**config.mk**
```make
export PLATFORM = sky130hd
export DESIGN_NAME = sprite_bank_flat
export DESIGN_NICKNAME = d
export VERILOG_FILES = /design/src/rtl/sprite_pkg.sv /design/src/rtl/sprite_bank_if.sv /design/src/rtl/sprite_rom_pair.sv /design/src/rtl/sprite_bank.sv /design/src/flat_wrapper.sv
export SDC_FILE = /design/constraint.sdc
export NUM_CORES = 1
export LEC_CHECK = 0
export BUFFER_PORTS_ARGS = -buffer_cell sky130_fd_sc_hd__buf_2
export CAP_MARGIN = 0
export CORE_AREA = 2 2 66 68
export CTS_CLUSTER_SIZE = 40
export DETAILED_ROUTE_END_ITERATION = 8
export DIE_AREA = 0 0 68 70
export GPL_TIMING_DRIVEN = 0
export PLACE_DENSITY = 0.72
export RECOVER_POWER = 25
export REMOVE_ABC_BUFFERS = 1
export SLEW_MARGIN = 20
export SYNTH_ARGS = -nofsm -noshare
export SYNTH_HDL_FRONTEND = slang
export SYNTH_SLANG_ARGS = --single-unit
```
**constraint.sdc**
```tcl
create_clock -name i_clk -period 1.2 [get_ports i_clk]
set_input_delay 0 -clock i_clk [delete_from_list [all_inputs] [get_ports i_clk]]
set_output_delay 0 -clock i_clk [all_outputs]
set_load 0.005 [all_outputs]
```
**src/rtl/sprite_pkg.sv**
```systemverilog
// Shared types and constants for the LED sprite bank.
// Holds the RGB565 pixel type, blink state enum, default geometry and the sprite art.
// Sprite art is generated from the address so both ROMs stay synthesizable without init files.
package sprite_pkg;

  localparam int DEF_N_LEDS   = 13;
  localparam int DEF_SPR_BITS = 5;
  localparam int DEF_X0       = 32;
  localparam int DEF_Y0       = 96;

  typedef struct packed {
    logic [4:0] r;
    logic [5:0] g;
    logic [4:0] b;
  } rgb565_t;

  typedef enum logic {
    SHOW = 1'b0,
    HIDE = 1'b1
  } blink_state_t;

  // Lit sprite: red base with the address pattern folded into the low bits.
  function automatic rgb565_t spr_on_word(input logic [15:0] addr);
    return rgb565_t'(16'hF800 ^ addr);
  endfunction

  // Unlit sprite: dim grey base with the same address pattern.
  function automatic rgb565_t spr_off_word(input logic [15:0] addr);
    return rgb565_t'(16'h0841 ^ addr);
  endfunction

endpackage

```
**src/rtl/sprite_bank_if.sv**
```systemverilog
// Pixel-stream interface of the sprite bank: scan coordinates, frame pulse, LED requests, RGB out.
// No latency of its own; purely a bundle of wires.
// No backpressure: the pixel stream is free-running.
interface sprite_bank_if #(
  parameter int N_LEDS = 13
);
  logic [8:0]        i_x;
  logic [8:0]        i_y;
  logic              i_de;
  logic              i_frame;
  logic [N_LEDS-1:0] i_status;
  logic [N_LEDS-1:0] i_blink;
  logic [4:0]        o_r;
  logic [5:0]        o_g;
  logic [4:0]        o_b;
  logic              o_de;

  modport master (
    output i_x, i_y, i_de, i_frame, i_status, i_blink,
    input  o_r, o_g, o_b, o_de
  );

  modport slave (
    input  i_x, i_y, i_de, i_frame, i_status, i_blink,
    output o_r, o_g, o_b, o_de
  );
endinterface

```
**src/rtl/sprite_rom_pair.sv**
```systemverilog
// On-sprite and off-sprite ROMs sharing one address, read in parallel.
// Latency: 1 cycle from i_addr to o_on/o_off.
// No backpressure: a new address is accepted every cycle.
module sprite_rom_pair
  import sprite_pkg::*;
#(
  parameter int AW = 10
) (
  input  logic          i_clk,
  input  logic          i_rst_n,
  input  logic [AW-1:0] i_addr,
  output rgb565_t       o_on,
  output rgb565_t       o_off
);

  // Registered read of both sprite images at the shared address.
  always_ff @(posedge i_clk or negedge i_rst_n) begin
    if (!i_rst_n) begin
      o_on  <= '0;
      o_off <= '0;
    end else begin
      o_on  <= spr_on_word(16'(i_addr));
      o_off <= spr_off_word(16'(i_addr));
    end
  end

endmodule

```
**src/rtl/sprite_bank.sv**
```systemverilog
// Draws a row of N_LEDS sprites at (X0,Y0), each LED picking its on/off image; blinking optional via SPRITE_BANK_BLINK_EN.
// Latency: 2 cycles from i_x/i_y/i_de to RGB/o_de.
// No backpressure: free-running pixel pipeline; LED requests only change at the i_frame pulse.
module sprite_bank
  import sprite_pkg::*;
#(
  parameter int N_LEDS       = DEF_N_LEDS,
  parameter int SPR_BITS     = DEF_SPR_BITS,
  parameter int X0           = DEF_X0,
  parameter int Y0           = DEF_Y0,
  parameter int BLINK_FRAMES = 30
) (
  input logic          i_clk,
  input logic          i_rst_n,
  sprite_bank_if.slave bus
);

  localparam int SPR_W = 1 << SPR_BITS;
  localparam int X_END = X0 + N_LEDS * SPR_W - 1;
  localparam int Y_END = Y0 + SPR_W - 1;
  localparam int AW    = 2 * SPR_BITS;

  // 16-bit window arithmetic so coordinates left of / above the origin never wrap into range.
  logic [15:0]       x_ext, y_ext, dx, dy;
  logic              in_win;
  logic [3:0]        led_k, led_idx;
  logic [AW-1:0]     rom_addr;
  logic [N_LEDS-1:0] shadow_status, lit_vec;
  logic [15:0]       lit_pad;
  logic              shadow_vld;
  logic              s1_de, s1_show, s1_lit;
  logic              de_q;
  rgb565_t           on_px, off_px, rgb_q;
  logic              unused_bits;

  assign x_ext    = {7'd0, bus.i_x};
  assign y_ext    = {7'd0, bus.i_y};
  assign dx       = x_ext - 16'(X0);
  assign dy       = y_ext - 16'(Y0);
  assign in_win   = (x_ext >= 16'(X0)) && (x_ext <= 16'(X_END)) &&
                    (y_ext >= 16'(Y0)) && (y_ext <= 16'(Y_END));
  assign led_k    = dx[SPR_BITS +: 4];
  // Leftmost LED (k=0) is the MSB of the status vector.
  assign led_idx  = 4'(N_LEDS - 1) - led_k;
  assign rom_addr = {dy[SPR_BITS-1:0], dx[SPR_BITS-1:0]};
  assign lit_pad  = 16'(lit_vec);
  assign unused_bits = ^{dx, dy};

  // Latch LED requests once per frame; shadow_vld keeps the row black until the first load.
  always_ff @(posedge i_clk or negedge i_rst_n) begin
    if (!i_rst_n) begin
      shadow_status <= '0;
      shadow_vld    <= 1'b0;
    end else if (bus.i_frame) begin
      shadow_status <= bus.i_status;
      shadow_vld    <= 1'b1;
    end
  end

`ifdef SPRITE_BANK_BLINK_EN
  logic [N_LEDS-1:0] shadow_blink;
  blink_state_t      blink_st;
  logic [15:0]       frm_cnt;

  // Blink requests follow the same per-frame capture as the status bits.
  always_ff @(posedge i_clk or negedge i_rst_n) begin
    if (!i_rst_n) begin
      shadow_blink <= '0;
    end else if (bus.i_frame) begin
      shadow_blink <= bus.i_blink;
    end
  end

  // Blink FSM: toggles every BLINK_FRAMES frame pulses, in the same cycle as the shadow capture.
  always_ff @(posedge i_clk or negedge i_rst_n) begin
    if (!i_rst_n) begin
      blink_st <= SHOW;
      frm_cnt  <= '0;
    end else if (bus.i_frame) begin
      if (frm_cnt == 16'(BLINK_FRAMES - 1)) begin
        frm_cnt  <= '0;
        blink_st <= (blink_st == SHOW) ? HIDE : SHOW;
      end else begin
        frm_cnt <= frm_cnt + 16'd1;
      end
    end
  end

  assign lit_vec = shadow_status & (~shadow_blink | {N_LEDS{blink_st == SHOW}});
`else
  logic unused_blink;
  localparam int unused_blink_frames = BLINK_FRAMES;

  assign unused_blink = ^bus.i_blink;
  assign lit_vec      = shadow_status;
`endif

  // Stage 1: window/enable decision and LED select, aligned with the ROM read.
  always_ff @(posedge i_clk or negedge i_rst_n) begin
    if (!i_rst_n) begin
      s1_de   <= 1'b0;
      s1_show <= 1'b0;
      s1_lit  <= 1'b0;
    end else begin
      s1_de   <= bus.i_de;
      s1_show <= bus.i_de & in_win & shadow_vld;
      s1_lit  <= lit_pad[led_idx];
    end
  end

  sprite_rom_pair #(.AW(AW)) u_rom (
    .i_clk   (i_clk),
    .i_rst_n (i_rst_n),
    .i_addr  (rom_addr),
    .o_on    (on_px),
    .o_off   (off_px)
  );

  // Stage 2: choose on/off image, black outside the window or when not displaying.
  always_ff @(posedge i_clk or negedge i_rst_n) begin
    if (!i_rst_n) begin
      rgb_q <= '0;
      de_q  <= 1'b0;
    end else begin
      de_q  <= s1_de;
      rgb_q <= s1_show ? (s1_lit ? on_px : off_px) : '0;
    end
  end

  assign bus.o_r  = rgb_q.r;
  assign bus.o_g  = rgb_q.g;
  assign bus.o_b  = rgb_q.b;
  assign bus.o_de = de_q;

endmodule

```
**src/flat_wrapper.sv**
```systemverilog
// flat-port wrapper written by rule: the top's interface ports become plain ports
module sprite_bank_flat import sprite_pkg::*;
#(
  parameter int N_LEDS       = DEF_N_LEDS,
  parameter int SPR_BITS     = DEF_SPR_BITS,
  parameter int X0           = DEF_X0,
  parameter int Y0           = DEF_Y0,
  parameter int BLINK_FRAMES = 30
)
  (i_clk, i_rst_n, bus_i_x, bus_i_y, bus_i_de, bus_i_frame, bus_i_status, bus_i_blink, bus_o_r, bus_o_g, bus_o_b, bus_o_de);
  sprite_bank_if #(.N_LEDS(N_LEDS)) bus_i ();
  input logic i_clk;
  input logic i_rst_n;
  input wire logic [$bits(bus_i.i_x)-1:0] bus_i_x;
  input wire logic [$bits(bus_i.i_y)-1:0] bus_i_y;
  input wire logic [$bits(bus_i.i_de)-1:0] bus_i_de;
  input wire logic [$bits(bus_i.i_frame)-1:0] bus_i_frame;
  input wire logic [$bits(bus_i.i_status)-1:0] bus_i_status;
  input wire logic [$bits(bus_i.i_blink)-1:0] bus_i_blink;
  output wire logic [$bits(bus_i.o_r)-1:0] bus_o_r;
  output wire logic [$bits(bus_i.o_g)-1:0] bus_o_g;
  output wire logic [$bits(bus_i.o_b)-1:0] bus_o_b;
  output wire logic [$bits(bus_i.o_de)-1:0] bus_o_de;
  assign bus_i.i_x = bus_i_x;
  assign bus_i.i_y = bus_i_y;
  assign bus_i.i_de = bus_i_de;
  assign bus_i.i_frame = bus_i_frame;
  assign bus_i.i_status = bus_i_status;
  assign bus_i.i_blink = bus_i_blink;
  assign bus_o_r = bus_i.o_r;
  assign bus_o_g = bus_i.o_g;
  assign bus_o_b = bus_i.o_b;
  assign bus_o_de = bus_i.o_de;
  sprite_bank #(.N_LEDS(N_LEDS), .SPR_BITS(SPR_BITS), .X0(X0), .Y0(Y0), .BLINK_FRAMES(BLINK_FRAMES)) u_core (.i_clk(i_clk), .i_rst_n(i_rst_n), .bus(bus_i));
endmodule
```
### After elaboration in Yosys (flattened, before gate mapping)

Cells that the tools add are included.

* latch bits: 0
* output and inout port bits: 17
* memories kept: 0
* input port bits: 48
* bits in registers: 56
* memory bits (read-only): 0
* bits in writable memories: 0

* reductions and logical operators: 3
* mux-type cells: 4
* add/subtract/negate cells: 3
* multiply operators: 0
* shift-type cells: 0
* div/mod/pow operators: 0
* bitwise gates (word level): 3
* equal/unequal tests: 0
* magnitude comparators: 5

Operators by type and width (number)
* $mux W16: 2
* $ge A9 B6 Y1 const B: 1
* $ge A9 B7 Y1 const B: 1
* $le A9 B7 Y1 const B: 1
* $le A9 B9 Y1 const B: 1
* $sub A9 B6 Y9 const B: 1
* $lt A4 B5 Y1 const B: 1
* $sub A5 B1 Y5 const B: 1
* $bmux W1 S4: 1
* $sub A4 B4 Y4 const A: 1
* $logic_and A1 B1 Y1: 3
* $not A2 Y3: 1
* $and A1 B1 Y1: 2
* $mux W1: 1

### Logic depth before layout (Yosys ltp)

* depth in word-level cells: 6
* mapped depth: 7

### Cells and area by module

Synthesis repeated with hierarchy kept, for this count alone.

* cell total of the unflattened synthesis: 149
* area total of the unflattened synthesis: 2053.2 um^2

Modules (own cells, without submodules)
* sprite_bank: instances 1, seq. area each 850.8 um^2, cells each 113, area each 1570.3 um^2
* sprite_rom_pair: instances 1, seq. area each 325.3 um^2, cells each 36, area each 483.0 um^2

### Least setup slack after synthesis

OpenSTA, ideal clock, no wires.

* kind: in2reg
* start: in bus_i_x[5]
* end: reg u_core.s1_lit
* library setup time: 0.128 ns
* setup slack: -0.264 ns
* required time: 1.072 ns
* stages: 7
* arrival time: 1.336 ns
* path buffers: 0
* cells stage by stage: inv_1 > ha_1 > o21bai_1 > a221oi_2 > xor2_1 > mux2i_1 > a21oi_1

* longest elaborated chain between the ends: 4

Ends and longest elaborated chain
* start: declaration: RTL line flat_wrapper.sv:14 `input wire logic [$bits(bus_i.i_x)-1:0] bus_i_x;`
* $sub A9 B6 Y9: RTL line sprite_bank.sv:38 `assign dx = x_ext - 16'(X0);`
* $sub A4 B4 Y4: RTL line sprite_bank.sv:44 `assign led_idx = 4'(N_LEDS - 1) - led_k;`
* $bmux W1 S4: RTL line sprite_bank.sv:107 `s1_lit <= lit_pad[led_idx];`
* $mux W1 (not written as such): RTL line sprite_bank.sv:107
* end signal: assignment: RTL line sprite_bank.sv:107
* end: declaration: RTL line sprite_bank.sv:31 `logic s1_de, s1_show, s1_lit;`

Every way passes these cells. The select of a mux whose other input is x is not followed.
A chain may end at the register's enable or synchronous reset.

### Worst setup path in the final report

* start: reg u_core.shadow_status[4], in the netlist u_core.lit_vec[4]
* end: reg u_core.s1_lit

* longest elaborated chain between the ends: 2

Ends and longest elaborated chain
* start: declaration: RTL line sprite_bank.sv:28 `logic [N_LEDS-1:0] shadow_status, lit_vec;`
* start signal: assignment: RTL line sprite_bank.sv:55 `shadow_status <= bus.i_status;`
* $bmux W1 S4: RTL line sprite_bank.sv:107
* $mux W1 (not written as such): RTL line sprite_bank.sv:107

Every way passes these cells. The select of a mux whose other input is x is not followed.

==> impl_metrics.csv <==
group,metric,value,unit
sta,max_freq,794,MHz
global_route,grt_pass1_vias,1186,
placed_design,detailedPlacementHpwl,2110,um
floorplan,ioPinCount,65,
floorplan,placeableCoreArea,4140,um2
worst_setup_path,critPathSlowestCell,"sky130_fd_sc_hd__mux4_2",
detailed_routing,vias,1145,
worst_setup_path,worst-setup-path-type,"reg -> reg",
cells_and_area,final_net_count,250,
sta,final.period_utilization,1.05,
logic_synthesis,ys_seq_elements,43,
worst_setup_path,critical_path.cell_chain,"mux4_2, a211oi_2, a21oi_1",
global_route,antenna_found_initial,0,
cells_and_area,utilization,0.602,
cells_and_area,area.growth.synth_to_final,49.7,%
detailed_routing,drt.antenna.violating_nets,0,
sta,timing_hold_violations_final,0,
cells_and_area,fillers,342,
worst_setup_path,critical_path_arrival,1430,ps
cells_and_area,post_layout_nonfiller_instances,252,
cells_and_area,antenna-diode-count,0,
global_route,gr-usage-all-layers,0.147,
placed_design,port_buffers,50,
worst_setup_path,worst_setup_ep_type,"flop",
worst_setup_path,setup.reg_to_reg.worst_slack,-60,ps
power_and_ir_drop,powerDensity,1330,nW/um2
hold_path,min_path_cells,4,
sta,finalClockSkew,4.07,ps
sta,max_slew_margin,0.413,
sta,timing.setup.tns,-58.9,ps
clocking,worst_skew_pair.late_latency,300,ps
sta,grt_setup_unrepaired,"yes",
floorplan,initial_core_util,0.402,
sta,final_worst_setup_slack,-58.9,ps
detailed_routing,avgViaCountPerCell,4.54,
worst_setup_path,crit_family,"multiplexers",
cells_and_area,regArea,1080,um2
global_route,gr-total-overflow,0,
clocking,number_of_cts_inserted_buffers,5,
clocking,clock_path_buffers,2,
job,drv_cap,0,
placed_design,gp_congestion,0.802,
global_route,grt_first_pass_wirelength,5140,um
logic_synthesis,synth-seq-area-share,0.646,
hold_path,worst_hold_path_type,"in -> reg",
clocking,path_clk_slew,80,ps
clocking,cts_htree_levels,2,
detailed_routing,detail_route.drc_violations,0,
hold_path,worstHoldStart,"bus_i_x[6]",
detailed_routing,detail_route.first_pass.iterations,4,
clocking,clock-root-buffer,"sky130_fd_sc_hd__clkbuf_8",
detailed_routing,drt-total-wl,3250,um
logic_synthesis,post_synth_instance_area,1670,um2
sta,timing.final.crit_period,1260,ps
run_status,run_status,"finished, violations left",
sta,timing_worst_slew_pin_value,881,ps
logic_synthesis,synthCells,110,
clocking,sinks_on_clock_net,43,
worst_setup_path,worstPathBufferInverterCount,0,
sta,slew_viol_final,0,
logic_synthesis,avgSynthCellArea,15.1,um2
global_route,largest_net_degree_at_the_start_of_global_routing,44,
floorplan,fp.dieW,68,um
power_and_ir_drop,vdd_drop_max,1030,uV
worst_setup_path,worst-endpoint-required,1380,ps
worst_setup_path,rr_worst_depth,3,
worst_setup_path,critical_path.max_fanout,2,
worst_setup_path,worst_setup_path_start_kind,"flop",
logic_synthesis,ys.warnings.count,0,
power_and_ir_drop,total_power,3.31,mW
detailed_routing,avgRoutedWirePerCell,12.9,um
worst_setup_path,worst_r2r_startpoint,"u_core.lit_vec[4]",
run_status,violations,"negative setup slack",
floorplan,rows,24,
cells_and_area,share_of_final_layout_standard_cells_stronger_than_drive_strength_1,0.410,
detailed_routing,detail_route.iter0.violations,54,
cells_and_area,multi_input_area,569,um2
floorplan,die_height,70,um
power_and_ir_drop,static-leakage-power,1.20,nW
clocking,tritoncts,"done",
worst_setup_path,crit_path_max_incr_delay,500,ps
worst_setup_path,r2r_end,"u_core.s1_lit",
floorplan,dieArea,4760,um2
sta,setup_viol,1,
placed_design,placed_cells_incl_taps,206,
hold_path,worstHoldEndpoint,"u_core.s1_show",
logic_synthesis,synth_cell_types,29,
## through the flow
stage	setup WS, ps	hold slack, ps	area (um2)
after global placement	-635	112	1940
after detailed placement	-675	110	1940
final	-58.9	72.2	2490
after CTS	-60.0	103	2390
after global routing	-175	93.0	2490
after floorplan	-264	-296	1630
## sequential cells by signal, summed over array words and instances, names as in the netlist
name                count
u_core.u_rom.o_off      4
u_core.s1_de            1
u_core.s1_show          1
u_core.bus.o_g          5
u_core.bus.o_r          2
u_core.u_rom.o_on       9
u_core.bus.o_b          5
u_core.shadow_vld       1
u_core.s1_lit           1
u_core.lit_vec         13
u_core.bus.o_de         1
## logic make-up (layout without fill, tap and decap cells)
kind of cell / count (synthesis) / in the layout / share of synthesized area
compound gates: 8 / 8 / 0.0398
xor+xnor: 3 / 3 / 0.0158
fa+ha+maj: 3 / 3 / 0.0225
buf+inv: 10 / 100 / 0.0316
flops: 43 / 43 / 0.646
mux: 19 / 19 / 0.153
other cells: 2 / 2 / 0.00451
simple gates: 22 / 22 / 0.0864
## worst max-delay path by stage
stage | startpoint | to | cells past startpoint | slack, ps
floorplan | bus_i_x[5] | u_core.s1_lit | 7 | -260
global placement | bus_i_x[5] | u_core.s1_lit | 8 | -630
detailed placement | bus_i_x[5] | u_core.s1_lit | 8 | -680
CTS | u_core.lit_vec[6] | u_core.s1_lit | 3 | -60
global route | bus_i_x[5] | u_core.s1_lit | 8 | -180
finish | u_core.lit_vec[4] | u_core.s1_lit | 3 | -60
## layout by cell type, fill, tap and decap left out, types with 3 or more instances in the layout
| master | n |
|---|---|
| sky130_fd_sc_hd__buf_2 | 41 |
| sky130_fd_sc_hd__dlygate4sd3_1 | 29 |
| sky130_fd_sc_hd__clkbuf_8 | 5 |
| sky130_fd_sc_hd__dfrtp_1 | 43 |
| sky130_fd_sc_hd__and2_1 | 9 |
| sky130_fd_sc_hd__mux2i_1 | 3 |
| sky130_fd_sc_hd__mux2_2 | 13 |
| sky130_fd_sc_hd__clkbuf_1 | 8 |
| sky130_fd_sc_hd__buf_4 | 9 |
## what timing repair did
action / 4_1_cts / 5_1_grt
setup buffers: 1 / 8
endpoints found under the setup margin: 1 / 2
pin swaps: 3 / 4
hold buffers: 29 / 0
endpoints found under the hold margin: 70 / 0
gates resized for setup: 8 / 11
## worst reg2reg max path: stages (launching register included)
cell and delay [ps]:
sky130_fd_sc_hd__dfrtp_1 390, sky130_fd_sc_hd__mux4_2 500, sky130_fd_sc_hd__a211oi_2 190, sky130_fd_sc_hd__a21oi_1 60
## metal layers
metal	vias up	part of all wire	GRT usage
met5	-	0	0
met4	0	0.021	0.0689
met3	8	0.066	0.0467
met2	46	0.53	0.252
met1	538	0.38	0.160
li1	553	-	-
## power breakdown
| part | leakage, nW | internal [mW] | switching, mW |
|---|---|---|---|
| Sequential | 0.528 | 1.53 | 0.0398 |
| Combinational | 0.604 | 0.264 | 0.161 |
| Clock | 0.0654 | 0.831 | 0.481 |
| Total | 1.20 | 2.63 | 0.682 |
## synth_stat cells, drive strengths merged
master | n | share of area
nand4 | 1 | 0.0038
nor3b | 1 | 0.0045
dfrtp | 43 | 0.65
nor4b | 1 | 0.0090
a211oi | 1 | 0.0045
o211ai | 1 | 0.0045
or2 | 1 | 0.0038
conb | 2 | 0.0045
o41ai | 1 | 0.0053
or4 | 1 | 0.0045
nor3 | 2 | 0.0060
o31ai | 1 | 0.0045
ha | 3 | 0.023
inv | 4 | 0.0090
nor2b | 2 | 0.0075
xor2 | 2 | 0.011
buf | 4 | 0.018
xnor2 | 1 | 0.0053
clkbuf | 2 | 0.0045
and2 | 9 | 0.034
nand2 | 2 | 0.0045
nand4b | 1 | 0.0053
o21bai | 2 | 0.0090
a21oi | 1 | 0.0030
mux2 | 13 | 0.088
mux4 | 3 | 0.047
mux2i | 3 | 0.018
and3 | 1 | 0.0038
a221oi | 1 | 0.0090
## cell type report
cell class                      count  area share
Clock inverter                      2      0.0241
Sequential cell                    43       0.432
Clock buffer                        6      0.0291
Multi-Input combinational cell     57       0.228
Tap cell                           52      0.0261
Inverter                            4      0.0120
Timing Repair Buffer               88       0.249
No activity file was read; power rests on OpenSTA's default activity.
